`src/rtl/pipe_ctrl.sv`:
```
`default_nettype none
// ============================================================================
// pipe_ctrl : five-stage pipeline sequencer (stalls, redirects, halt drain)
// Revision  : 1.0
// ============================================================================
module pipe_ctrl (
  input  logic        clk,
  input  logic        rst,
  input  logic        f_ready,
  input  logic        m_busy,
  input  logic        d_valid,
  input  logic        d_halt,
  input  logic        d_rs_used,
  input  logic        d_rt_used,
  input  logic [2:0]  d_rs,
  input  logic [2:0]  d_rt,
  input  logic        x_valid,
  input  logic        x_load,
  input  logic [2:0]  x_rd,
  input  logic        x_redirect,
  input  logic        w_valid,
  input  logic        w_halt,
  output logic        pc_en,
  output logic        fd_en,
  output logic        fd_vin,
  output logic        de_en,
  output logic        de_vin,
  output logic        xm_en,
  output logic        xm_vin,
  output logic        mw_en,
  output logic        mw_vin,
  output logic        halted,
  output logic [15:0] stall_cnt
);

  typedef enum logic [1:0] {
    RUN   = 2'd0,
    DRAIN = 2'd1,
    HALT  = 2'd2
  } state_t;

  state_t      state_q, state_d;
  logic        halted_q, halted_d;
  logic [15:0] cnt_q, cnt_d;
  logic        load_use, redirect;

  assign load_use = d_valid & x_valid & x_load &
                    ((d_rs_used & (d_rs == x_rd)) | (d_rt_used & (d_rt == x_rd)));
  assign redirect = x_redirect & x_valid;

  always_comb begin
    pc_en   = 1'b0;
    fd_en   = 1'b0;
    fd_vin  = 1'b0;
    de_en   = 1'b0;
    de_vin  = 1'b0;
    xm_en   = 1'b0;
    xm_vin  = 1'b0;
    mw_en   = 1'b0;
    mw_vin  = 1'b0;
    state_d = state_q;

    if (rst) begin
      unique case (state_q)
        RUN: begin
          if (m_busy) begin
            mw_en = 1'b1;
          end else if (redirect) begin
            pc_en  = 1'b1;
            fd_en  = 1'b1;
            de_en  = 1'b1;
            xm_en  = 1'b1;
            xm_vin = 1'b1;
            mw_en  = 1'b1;
            mw_vin = 1'b1;
          end else if (load_use) begin
            de_en  = 1'b1;
            xm_en  = 1'b1;
            xm_vin = 1'b1;
            mw_en  = 1'b1;
            mw_vin = 1'b1;
          end else if (!f_ready) begin
            fd_en  = 1'b1;
            de_en  = 1'b1;
            de_vin = 1'b1;
            xm_en  = 1'b1;
            xm_vin = 1'b1;
            mw_en  = 1'b1;
            mw_vin = 1'b1;
          end else begin
            pc_en  = 1'b1;
            fd_en  = 1'b1;
            fd_vin = 1'b1;
            de_en  = 1'b1;
            de_vin = 1'b1;
            xm_en  = 1'b1;
            xm_vin = 1'b1;
            mw_en  = 1'b1;
            mw_vin = 1'b1;
          end
          // HALT only leaves decode when decode actually advances into execute
          if (d_valid && d_halt && !m_busy && !redirect && !load_use)
            state_d = DRAIN;
        end
        DRAIN: begin
          fd_en = 1'b1;
          de_en = 1'b1;
          mw_en = 1'b1;
          if (!m_busy) begin
            xm_en  = 1'b1;
            xm_vin = 1'b1;
            mw_vin = 1'b1;
          end
          if (w_valid && w_halt)
            state_d = HALT;
        end
        HALT: begin
          state_d = HALT;
        end
        default: begin
          state_d = RUN;
        end
      endcase
    end
  end

  always_comb begin
    cnt_d = cnt_q;
    if ((state_q != HALT) && !pc_en && (cnt_q != 16'hFFFF))
      cnt_d = cnt_q + 16'd1;
  end

  assign halted_d = (state_d == HALT);

  always_ff @(posedge clk) begin
    if (!rst) begin
      state_q  <= RUN;
      halted_q <= 1'b0;
      cnt_q    <= 16'd0;
    end else begin
      state_q  <= state_d;
      halted_q <= halted_d;
      cnt_q    <= cnt_d;
    end
  end

  assign halted    = halted_q;
  assign stall_cnt = cnt_q;

endmodule
`default_nettype wire

```
`config.mk`:
```
export PLATFORM = sky130hd
export DESIGN_NAME = pipe_ctrl
export DESIGN_NICKNAME = d
export VERILOG_FILES = /design/src/rtl/pipe_ctrl.sv
export SDC_FILE = /design/constraint.sdc
export NUM_CORES = 1
export LEC_CHECK = 0
export ABC_AREA = 0
export ABC_CLOCK_PERIOD_IN_PS = 3600
export CAP_MARGIN = 5
export CELL_PAD_IN_SITES_DETAIL_PLACEMENT = 1
export CELL_PAD_IN_SITES_GLOBAL_PLACEMENT = 2
export CORE_MARGIN = 4
export CORE_UTILIZATION = 24
export DETAILED_ROUTE_END_ITERATION = 16
export PLACE_DENSITY = 0.89
export SETUP_SLACK_MARGIN = 0.5
export SLEW_MARGIN = 20
export SYNTH_ARGS = -nofsm -noshare
export SYNTH_HDL_FRONTEND = slang
export SYNTH_SLANG_ARGS = --single-unit
```
`constraint.sdc`:
```
create_clock -name clk -period 3.6 [get_ports clk]
set_input_delay 0.54 -clock clk [delete_from_list [all_inputs] [get_ports clk]]
set_output_delay 0.54 -clock clk [all_outputs]
set_load 0.05 [all_outputs]
```
==> results of run 1 <==
-- kinds of logic (layout without fill, tap and decap cells) --
logic type	Yosys count	after routing	synth area share, %
flops	19	19	34.5
xor+xnor	7	7	5.57
fa+ha+maj	1	1	1.14
buf+inv	13	61	6.14
mux	2	2	1.82
simple gates	56	56	28.0
compound gates	37	37	22.8
-- synth_stat cells, types with 3 or more instances --
| cell | count | area [sq um] |
|---|---|---|
| xnor2_1 | 6 | 52.6 |
| or3_1 | 8 | 50.1 |
| o21a_1 | 3 | 22.5 |
| nand4_1 | 5 | 31.3 |
| a21oi_1 | 15 | 75.1 |
| o31ai_1 | 4 | 30.0 |
| nor3_1 | 3 | 15.0 |
| nor4_1 | 3 | 18.8 |
| dfxtp_1 | 19 | 380 |
| nor2_1 | 8 | 30.0 |
| inv_1 | 7 | 26.3 |
| o21ai_1 | 6 | 30.0 |
| nand3_1 | 6 | 30.0 |
| nand2_1 | 10 | 37.5 |
| or4_1 | 5 | 37.5 |
| buf_4 | 3 | 22.5 |
-- worst min-delay path by stage --
stage                                 end
2_1_floorplan       state_q[0]$_SDFF_PN0_
3_3_place_gp   stall_cnt[10]$_SDFFE_PN0P_
3_5_place_dp   stall_cnt[10]$_SDFFE_PN0P_
4_1_cts        stall_cnt[10]$_SDFFE_PN0P_
5_1_grt         stall_cnt[9]$_SDFFE_PN0P_
6_report       stall_cnt[10]$_SDFFE_PN0P_
-- flip-flops by register name (all words and copies together), names as in the netlist --
signal / cells
stall_cnt: 16
state_q: 2
halted: 1
-- layout make-up --
cell class,count,share of cell area (%)
sequential,19,22.9
multi-input combinational,103,39.9
timing repair buffer,49,28.8
tap,52,3.91
clock buffer,4,2.71
inverter,8,1.81
-- worst register-to-register path, cell delays in order (launching register included) --
cell and delay (ps):
dfxtp_1 430, ha_1 280, nand3_2 210, or2_1 290, o22ai_2 90, buf_4 300
mux2i_1 220, nor2_1 50
-- per-layer routing --
| layer | part of all wire [%] | vias up | track usage (%) |
|---|---|---|---|
| li1 | - | 595 | - |
| met3 | 8.3 | 5 | 2.24 |
| met2 | 45 | 39 | 22.5 |
| met5 | 0 | - | 0 |
| met1 | 45 | 555 | 15.0 |
| met4 | 1.5 | 0 | 4.66 |
-- power by group through the flow --
stage	Combinational [mW]	Sequential [mW]	Clock, mW
after floorplan	0.0597	0.243	0
after global placement	0.127	0.228	0
after detailed placement	0.129	0.228	0
after CTS	0.128	0.223	0.159
after global routing	0.136	0.225	0.171
final	0.127	0.223	0.154
-- what timing repair did --
action / 4_1_cts / 5_1_grt
endpoints found under the hold margin: 0 / 0
gates resized for setup: 3 / 1
setup endpoints to repair: 3 / 3
-- layout by cell type (no fill, tap or decap), types with 4 or more instances in the layout --
cell type	synthesis	layout
a21oi_1	15	14
clkdlybuf4s50_1	0	43
dfxtp_1	19	19
inv_1	7	7
nand2_1	10	10
nand3_1	6	6
nand4_1	5	5
nor2_1	8	8
o21ai_1	6	6
o31ai_1	4	4
or3_1	8	8
or4_1	5	5
xnor2_1	6	6
-- through the flow --
step / area (sq um) / power (mW) / worst slack [ps]
floorplan: 1110 / 0.303 / 546
global placement: 1620 / 0.354 / 458
detailed placement: 1620 / 0.358 / 281
CTS: 1660 / 0.511 / 554
global route: 1660 / 0.531 / 526
finish: 1660 / 0.505 / 647
==> summary.txt, run 1 <==
STA
  • Setup TNS: 0 ps
  • Post-route minimum period: 2950 ps
  • Max Fclk: 339 MHz
  • Worst slew pin tran: 526 ps
  • Hold violation count in the final report: 0
  • Tcrit/Tclk final: 82.0%
  • Setup violators final: 0
  • Layout Skew: 4.32 ps
  • Slew Limit Fails: 0
  • Worst hold slack: 504 ps
  • Slew HR: 64.9%
  • RSZ-0062 raised after global routing: false

Routing
  • Via count: 1194
  • TritonRoute pass-1 iters: 4
  • Aggregate routed wire length: 3.48 mm
  • Drt via density: 5.08
  • DRC viols: 0
  • Routed Antenna Nets: 0
  • Iteration-0 DRC Markers: 29
  • Drt wl/cell: 14.8 um

Hold path
  • Hold Path Cell Cnt: 2
  • Hold Path Origin: stall_cnt[10]$_SDFFE_PN0P_
  • Worst hold path type: reg2reg

Synth
  • FF+latch count, synth: 19
  • Synthesized cell area: 0.00110 sq mm
  • Top FF cell, synth: dfxtp_1
  • Async S/R FF share, synth: 0%
  • Yosys warnings: 0
  • Cells after synthesis: 135
  • Post-synth EDFFs: 0
  • Seq/Total Area, Yosys: 34.5%
  • Synth unique cells: 35
  • Synthesized Nets: 158
  • Avg Cell Area, Syn: 8.16 sq um

Clock network
  • Skew-Pair Late Insertion Delay: 260 ps
  • Clock Tree Root: clkbuf_8
  • CTS Hold Bufs: 0
  • CTS tree: built
  • Clock tree buffer depth: 2
  • Htree depth: 1
  • Clk slew on worst S/H paths: 80 ps
  • Clk sink count: 19
  • Post-CTS setup buffers: 0
  • CTS buffer count: 3

Critical path
  • Buf/Inv on CP: 2
  • Worst setup endpoint: de_vin
  • Path depth of the worst reg2reg path: 7
  • Type of the worst setup path: in2out
  • FF-to-FF Start: stall_cnt[0]$_SDFFE_PN0P_
  • Startpoint Class: primary input
  • Maximum fanout along the worst path: 3
  • Reg2Reg Setup Slack: 1620 ps
  • WP data arrival: 2410 ps
  • Crit-path cells: clkdlybuf4s50_1 -> xnor2_1 -> nand4_1 -> a21oi_2 -> a21o_1 -> nor4_2 -> dlygate4sd2_1
  • Slowest stage delay, CP: 570 ps
  • Req. time, crit path: 3060 ps
  • Critical Path End Type: primary output
  • Worst Setup SP: x_rd[1]
  • Worst R2R End: stall_cnt[1]$_SDFFE_PN0P_
  • Slowest cell on crit path: dlygate4sd2_1
  • CP Depth: 7
  • Crit-path leading delay family: buffers and inverters

Layout
  • NumNets Final: 207
  • Ant. Diodes: 0
  • Fillers: 524
  • Layout cells sized above 1: 7.10%
  • Post-layout util: 37.9%
  • FF+latch area: 380 sq um
  • Area grow syn2layout: 51.0%
  • Non-Filler Instances: 235
  • Footprint of the multi-input gates: 663 sq um

Power
  • Seq pwr share: 44.2%
  • Leakage power: 0.536 nW
  • PwrDens: 304 mW/mm^2
  • Combinational Power Share: 25.2%
  • Sw Ratio: 31.3%
  • VDD IR-drop max: 0.127 mV
  • P_int: 347 uW
  • Clock network fraction of total power: 30.6%
  • Sw power: 158 uW

Place
  • Detailed placement HPWL: 2.69 mm
  • Port buffer count: 47
  • DP Cell Count: 231
  • GPL Wtd Cong: 0.732

Die
  • Die Y: 75.7 um
  • DIE AREA: 0.00574 sq mm
  • Initial core utilization: 25.1%
  • Placeable Area: 0.00438 sq mm
  • Num rows: 24
  • Ports: 48
  • Die width: 75.7 um

Global routing
  • First-pass GRT wire length: 5.62 mm
  • Vias in the first global route: 1215
  • Antenna violations before repair: 0
  • All-layer global routing usage: 12.6%
  • Largest net degree at the start of global routing: 28
  • GR Overflow Total: 0

Flow run
  • Max-cap violations: 0

Status
  • Status: complete, no violations
No activity file was read; power rests on OpenSTA's default activity.
==> run 2: changes to the inputs <==
- ABC_CLOCK_PERIOD_IN_PS: 3600 -> 2800
- CORE_UTILIZATION: 24 -> 22
- PLACE_DENSITY: 0.89 -> 0.83
- clock period: 3.6 -> 2.8 ns (I/O delays scaled with it)
==> summary.txt, run 2 (synthesized netlist as in run 1, its figures left out) <==
STA
  • Slew HR: 65.0% (was 64.9%)
  • Tcrit/Tclk final: 78.9%
  • Post-route minimum period: 2210 ps
  • Hold violation count in the final report: 0 (unchanged)
  • Worst slew pin tran: 524 ps (was 526 ps)
  • Setup TNS: 0 ps (unchanged)
  • RSZ-0062 raised after global routing: false (unchanged)
  • Layout Skew: 4.32 ps (about the same)
  • Max Fclk: 452 MHz
  • Setup violators final: 0 (unchanged)
  • Slew Limit Fails: 0 (unchanged)

Clock network
  • CTS Hold Bufs: 0 (unchanged)
  • Htree depth: 1 (unchanged)
  • Skew-Pair Late Insertion Delay: 250 ps (was 260 ps)
  • Clk slew on worst S/H paths: 70 ps (was 80 ps)
  • Clk sink count: 19 (unchanged)
  • Clock tree buffer depth: 2 (unchanged)
  • Clock Tree Root: clkbuf_8 (unchanged)
  • CTS buffer count: 3 (unchanged)
  • CTS tree: built (unchanged)

Global routing
  • Antenna violations before repair: 0 (unchanged)
  • GR Overflow Total: 0 (unchanged)
  • All-layer global routing usage: 11.5% (was 12.6%)
  • Largest net degree at the start of global routing: 16 (was 28)
  • First-pass GRT wire length: 5.93 mm (was 5.62 mm)
  • Vias in the first global route: 1266 (was 1215)

Layout
  • Layout cells sized above 1: 19.0% (was 7.10%)
  • Most frequent cells in the layout: clkdlybuf4s50_1, dfxtp_1, a21oi_1, nand2_1, buf_4 (was clkdlybuf4s50_1, dfxtp_1, a21oi_1, nand2_1)
  • Ant. Diodes: 0 (unchanged)
  • Fillers: 570 (was 524)
  • Area grow syn2layout: 64.7% (was 51.0%)
  • Largest register FFs: 16 (unchanged)
  • NumNets Final: 213 (was 207)
  • Commonest non-fill, non-tap cell in the layout: clkdlybuf4s50_1 (unchanged)

Place
  • GPL Wtd Cong: 0.749 (was 0.732)
  • Port buffer count: 47 (unchanged)
  • Detailed placement HPWL: 2.73 mm (was 2.69 mm)

Routing
  • Drt wl/cell: 13.6 um (was 14.8 um)
  • TritonRoute pass-1 iters: 3 (was 4)
  • Via count: 1213 (was 1194)
  • Drt via density: 4.74 (was 5.08)
  • Routed Antenna Nets: 0 (unchanged)
  • DRC viols: 0 (unchanged)
  • Aggregate routed wire length: 3.49 mm (was 3.48 mm)
  • Iteration-0 DRC Markers: 62 (was 29)

Critical path
  • Critical Path End Type: primary output (unchanged)
  • Type of the worst setup path: in2out (unchanged)
  • Maximum fanout along the worst path: 3 (unchanged)
  • Crit-path leading delay family: simple AND/OR/NAND/NOR gates (was buffers and inverters)
  • Slowest stage delay, CP: 240 ps (was 570 ps)
  • Slowest cell on crit path: dlygate4sd2_1 (unchanged)
  • Crit-path cells: dlygate4sd2_1 -> xnor2_1 -> nand4_1 -> a21oi_2 -> a21o_1 -> nor4_4 -> and2_4 -> buf_12 (was clkdlybuf4s50_1 -> xnor2_1 -> nand4_1 -> a21oi_2 -> a21o_1 -> nor4_2 -> dlygate4sd2_1)
  • Startpoint Class: primary input (unchanged)
  • Buf/Inv on CP: 2 (unchanged)
  • WP data arrival: 1790 ps (was 2410 ps)
  • Req. time, crit path: 2380 ps (was 3060 ps)

Die
  • Ports: 48 (unchanged)
  • Num rows: 25 (was 24)
  • DIE AREA: 0.00620 sq mm (was 0.00574 sq mm)
  • Initial core utilization: 23.0% (was 25.1%)
  • Die Y: 78.7 um (was 75.7 um)
  • Placeable Area: 0.00479 sq mm (was 0.00438 sq mm)
  • Die width: 78.7 um (was 75.7 um)

Status
  • Status: complete, no violations (unchanged)

Power
  • VDD IR-drop max: 0.209 mV (was 0.127 mV)
  • Design Power: 665 uW (was 505 uW)
  • Leakage power: 0.642 nW (was 0.536 nW)
  • PwrDens: 367 mW/mm^2 (was 304 mW/mm^2)

Flow run
  • Max-cap violations: 0 (unchanged)

Hold path
  • Worst hold path type: reg2reg (unchanged)
==> run 2: repair_timing <==
action | CTS | global route
gates resized for setup | 11 | 18
setup buffers | 3 | 0
pin swaps | 12 | 10
setup endpoints to repair | 16 | 8
endpoints found under the hold margin | 0 | 0
==> run 2: worst paths after layout <==
kind / start / endpoint / slack, ps / cells after the start
setup / recovery: d_rs[0] / fd_vin / 590 / 8
hold / removal: stall_cnt[10]$_SDFFE_PN0P_ / stall_cnt[10]$_SDFFE_PN0P_ / 510 / 2
hold reg to reg: stall_cnt[10]$_SDFFE_PN0P_ / stall_cnt[10]$_SDFFE_PN0P_ / 510 / 2
setup reg to reg: stall_cnt[0]$_SDFFE_PN0P_ / stall_cnt[1]$_SDFFE_PN0P_ / 790 / 7
==> run 2: final cells by class <==
cell class | count | area, sq um | share of cell area (%)
multi-input combinational | 103 | 699 | 38.6
inverter | 8 | 30.0 | 1.66
clock buffer | 4 | 45.0 | 2.48
timing repair buffer | 55 | 574 | 31.7
sequential | 19 | 380 | 21.0
tap | 67 | 83.8 | 4.62
==> run 2: metrics by stage <==
| step | setup slack [ps] | utilization, % | cell area, sq um | hold slack [ps] | instances |
|---|---|---|---|---|---|
| floorplan | 376 | - | 1120 | 497 | 135 |
| global placement | 141 | 36.2 | 1730 | 481 | 249 |
| detailed placement | 24.4 | 36.2 | 1730 | 502 | 249 |
| CTS | 507 | 37.6 | 1800 | 513 | 256 |
| global route | 502 | 37.9 | 1810 | 535 | 256 |
| finish | 589 | 37.9 | 1810 | 509 | 256 |
==> run 2: where the power goes <==
group          switching [mW]  internal (mW)  total, mW
Combinational           0.103         0.0834      0.186
Clock                  0.0901          0.101      0.191
Sequential             0.0106          0.277      0.288
==> run 2: per-layer routing <==
metal  GRT usage, %  wire length (um)  vias to the layer above
li1               -                 -                      604
met1           14.1              1610                      570
met2           20.3              1640                       37
met3           2.49               227                        2
met4           3.15                14                        0
met5              0                 0                        -
==> run 2: worst register-to-register path, delay by kind of cell (launching register included) <==
family | cells | cell delay, ps
mux | 1 | 180
fa+ha+maj | 1 | 290
simple gates | 3 | 570
flops | 1 | 440
compound gates | 1 | 220
buf+inv | 1 | 200
==> run 3: changes to the inputs <==
- ABC_CLOCK_PERIOD_IN_PS: 2800 -> 1900
- CORE_UTILIZATION: 22 -> 20
- PLACE_DENSITY: 0.83 -> 0.8
- clock period: 2.8 -> 1.9 ns (I/O delays scaled with it)
==> summary.txt, run 3 (synthesized netlist as in run 1, its figures left out) <==
Status
  • Status: complete, but fails checks (was complete, no violations)
  • Failing checks: negative setup slack

Routing
  • Drt wl/cell: 15.7 um (was 13.6 um)
  • Drt via density: 4.75 (was 4.74)
  • Routed Antenna Nets: 0 (unchanged)
  • Aggregate routed wire length: 4.51 mm (was 3.49 mm)
  • Iteration-0 DRC Markers: 27 (was 62)
  • Via count: 1363 (was 1213)
  • DRC viols: 0 (unchanged)
  • TritonRoute pass-1 iters: 4 (was 3)

Hold path
  • Hold Path Origin: stall_cnt[10]$_SDFFE_PN0P_ (unchanged)
  • Worst hold path type: reg2reg (unchanged)
  • Hold endpoint: stall_cnt[10]$_SDFFE_PN0P_ (unchanged)
  • Hold Path Cell Cnt: 2 (unchanged)

STA
  • Post-route minimum period: 1950 ps
  • Tcrit/Tclk final: 102%
  • Setup violators final: 7 (was 0)
  • Worst slew pin tran: 432 ps (was 524 ps)
  • RSZ-0062 raised after global routing: true (was false)
  • Layout Skew: 6.89 ps (was 4.32 ps)
  • Setup ws final: -46.8 ps (was 589 ps)
  • Hold violation count in the final report: 0 (unchanged)
  • Slew HR: 71.2% (was 65.0%)
  • Max Fclk: 514 MHz
  • Slew Limit Fails: 0 (unchanged)

Critical path
  • Path depth of the worst reg2reg path: 6 (was 7)
  • Reg2Reg Setup Slack: 90 ps (was 790 ps)
  • Type of the worst setup path: in2reg (was in2out)
  • Req. time, crit path: 2100 ps (was 2380 ps)
  • Crit-path cells: buf_6 -> xnor2_2 -> nand4_1 -> buf_4 -> a2111oi_4 -> buf_6 -> o22ai_4 -> buf_6 -> or4_1 -> a21oi_1 (was dlygate4sd2_1 -> xnor2_1 -> nand4_1 -> a21oi_2 -> a21o_1 -> nor4_4 -> and2_4 -> buf_12)
  • Crit-path leading delay family: buffers and inverters (was simple AND/OR/NAND/NOR gates)
  • Most frequent CP cell: buf_6
  • Buf/Inv on CP: 4 (was 2)
  • WP data arrival: 2150 ps (was 1790 ps)
  • Maximum fanout along the worst path: 7 (was 3)
  • CP Depth: 10 (was 8)
  • Worst R2R End: stall_cnt[15]$_SDFFE_PN0P_ (was stall_cnt[1]$_SDFFE_PN0P_)
  • Slowest cell on crit path: or4_1 (was dlygate4sd2_1)
  • Startpoint Class: primary input (unchanged)
  • FF-to-FF Start: stall_cnt[8]$_SDFFE_PN0P_ (was stall_cnt[0]$_SDFFE_PN0P_)
  • Critical Path End Type: flop (was primary output)
  • Slowest stage delay, CP: 390 ps (was 240 ps)

Power
  • P_int: 743 uW (was 461 uW)
  • PwrDens: 460 mW/mm^2 (was 367 mW/mm^2)
  • VDD IR-drop max: 0.207 mV (was 0.209 mV)
  • Leakage power: 0.866 nW (was 0.642 nW)
  • Sw Ratio: 33.3% (was 30.6%)
  • Combinational Power Share: 34.9% (was 28.0%)
  • Seq pwr share: 37.7% (was 43.2%)
  • Clock network fraction of total power: 27.4% (was 28.8%)
  • Sw power: 371 uW (was 203 uW)

Global routing
  • Vias in the first global route: 1410 (was 1266)
  • First-pass GRT wire length: 6.69 mm (was 5.93 mm)
  • GR Overflow Total: 0 (unchanged)
  • Antenna violations before repair: 0 (unchanged)
  • All-layer global routing usage: 13.0% (was 11.5%)
  • Largest net degree at the start of global routing: 16 (unchanged)

Place
  • Port buffer count: 47 (unchanged)
  • Dpl ws: -599 ps (was 24.4 ps)
  • GPL Wtd Cong: 0.698 (was 0.749)
  • Detailed placement HPWL: 2.92 mm (was 2.73 mm)

Die
  • Ports: 48 (unchanged)
  • DIE AREA: 0.00676 sq mm (was 0.00620 sq mm)
  • Die width: 82.2 um (was 78.7 um)
  • Placeable Area: 0.00520 sq mm (was 0.00479 sq mm)
  • Die Y: 82.2 um (was 78.7 um)
  • Num rows: 26 (was 25)
  • Initial core utilization: 21.2% (was 23.0%)

Layout
  • Layout cells sized above 1: 63.1% (was 19.0%)
  • Post-layout util: 46.5% (was 37.9%)
  • Commonest non-fill, non-tap cell in the layout: buf_4 (was clkdlybuf4s50_1)
  • Most frequent cells in the layout: buf_4, buf_6, clkdlybuf4s15_2, nand2_1, dfxtp_4 (was clkdlybuf4s50_1, dfxtp_1, a21oi_1, nand2_1, buf_4)
  • Largest register FFs: 16 (unchanged)
  • NumNets Final: 241 (was 213)
  • Ant. Diodes: 0 (unchanged)
  • Area grow syn2layout: 120% (was 64.7%)

Clock network
  • Clk slew on worst S/H paths: 80 ps (was 70 ps)
  • Clk sink count: 19 (unchanged)
  • Clock Tree Root: clkbuf_8 (unchanged)
  • Htree depth: 1 (unchanged)
  • CTS buffer count: 3 (unchanged)
  • CTS tree: built (unchanged)
  • Clock tree buffer depth: 2 (unchanged)
  • Skew-Pair Late Insertion Delay: 270 ps (was 250 ps)

Flow run
  • Max-cap violations: 0 (unchanged)
==> run 3: changes by cell type in the layout (fill, tap and decap cells not counted), moves of 6 or more <==
cell,delta
a21oi_1,-9
a21oi_2,+7
buf_4,+12
buf_6,+18
clkdlybuf4s15_2,+14
clkdlybuf4s50_1,-22
dfxtp_1,-16
dfxtp_2,+6
dfxtp_4,+10
dlygate4sd2_1,+6
==> run 3: worst max-delay path by stage <==
stage | startpoint | slack [ps] | end
finish | d_rt[1] | -50 | stall_cnt[10]$_SDFFE_PN0P_
global route | d_rt[1] | -140 | stall_cnt[15]$_SDFFE_PN0P_
CTS | x_rd[1] | -10 | stall_cnt[13]$_SDFFE_PN0P_
detailed placement | x_rd[0] | -600 | stall_cnt[13]$_SDFFE_PN0P_
global placement | x_rd[0] | -580 | stall_cnt[9]$_SDFFE_PN0P_
floorplan | x_rd[2] | -250 | fd_vin
==> run 3: area by class of cell <==
type / instances / area (sq um)
Timing Repair Buffer: 82 / 880
Fill cell: 596 / 2780
Clock buffer: 3 / 41.3
Tap cell: 70 / 87.6
Clock inverter: 1 / 5.00
Multi-Input combinational cell: 104 / 950
Inverter: 8 / 32.5
Sequential cell: 19 / 425
==> run 3: worst reg2reg max path: stages (launching register included) <==
cell	delay [ps]
dfxtp_4	380
nand4_1	170
nor2_2	210
nand3_4	140
or3_1	400
or3_1	320
a21oi_1	140
==> run 3: power groups by stage <==
stage	clock, mW	combinational, mW	sequential [mW]
global route	0.339	0.409	0.424
finish	0.306	0.389	0.420
detailed placement	0	0.316	0.431
CTS	0.307	0.351	0.421
floorplan	0	0.131	0.458
global placement	0	0.309	0.430
==> run 3: per-layer routing <==
metal / vias up / global-route usage, % / part of all wire, %
met5: - / 0 / 0
met4: 0 / 5.15 / 1.1
met3: 5 / 2.93 / 4.3
met2: 31 / 23.6 / 55
met1: 662 / 14.5 / 40
li1: 665 / - / -
==> run 3: what timing repair did <==
item                       4_1_cts  5_1_grt
gates resized for setup        122       38
gates cloned                     1        0
setup endpoints to repair       41       27
setup buffers                   10        5
hold endpoints to repair         0        0
hold buffers                     0        0
pin swaps                       26       24
==> run 3: metrics by stage <==
stage          setup TNS, ps  hold slack (ps)  power [mW]  std cells  area, sq um
6_report                -143              496        1.11        287         2420
3_3_place_gp           -9650              475       0.739        267         1980
2_1_floorplan           -254              402       0.589        135         1250
3_5_place_dp           -9820              485       0.746        267         1980
4_1_cts                -27.0              497        1.08        282         2230
5_1_grt                -1050              506        1.17        287         2420
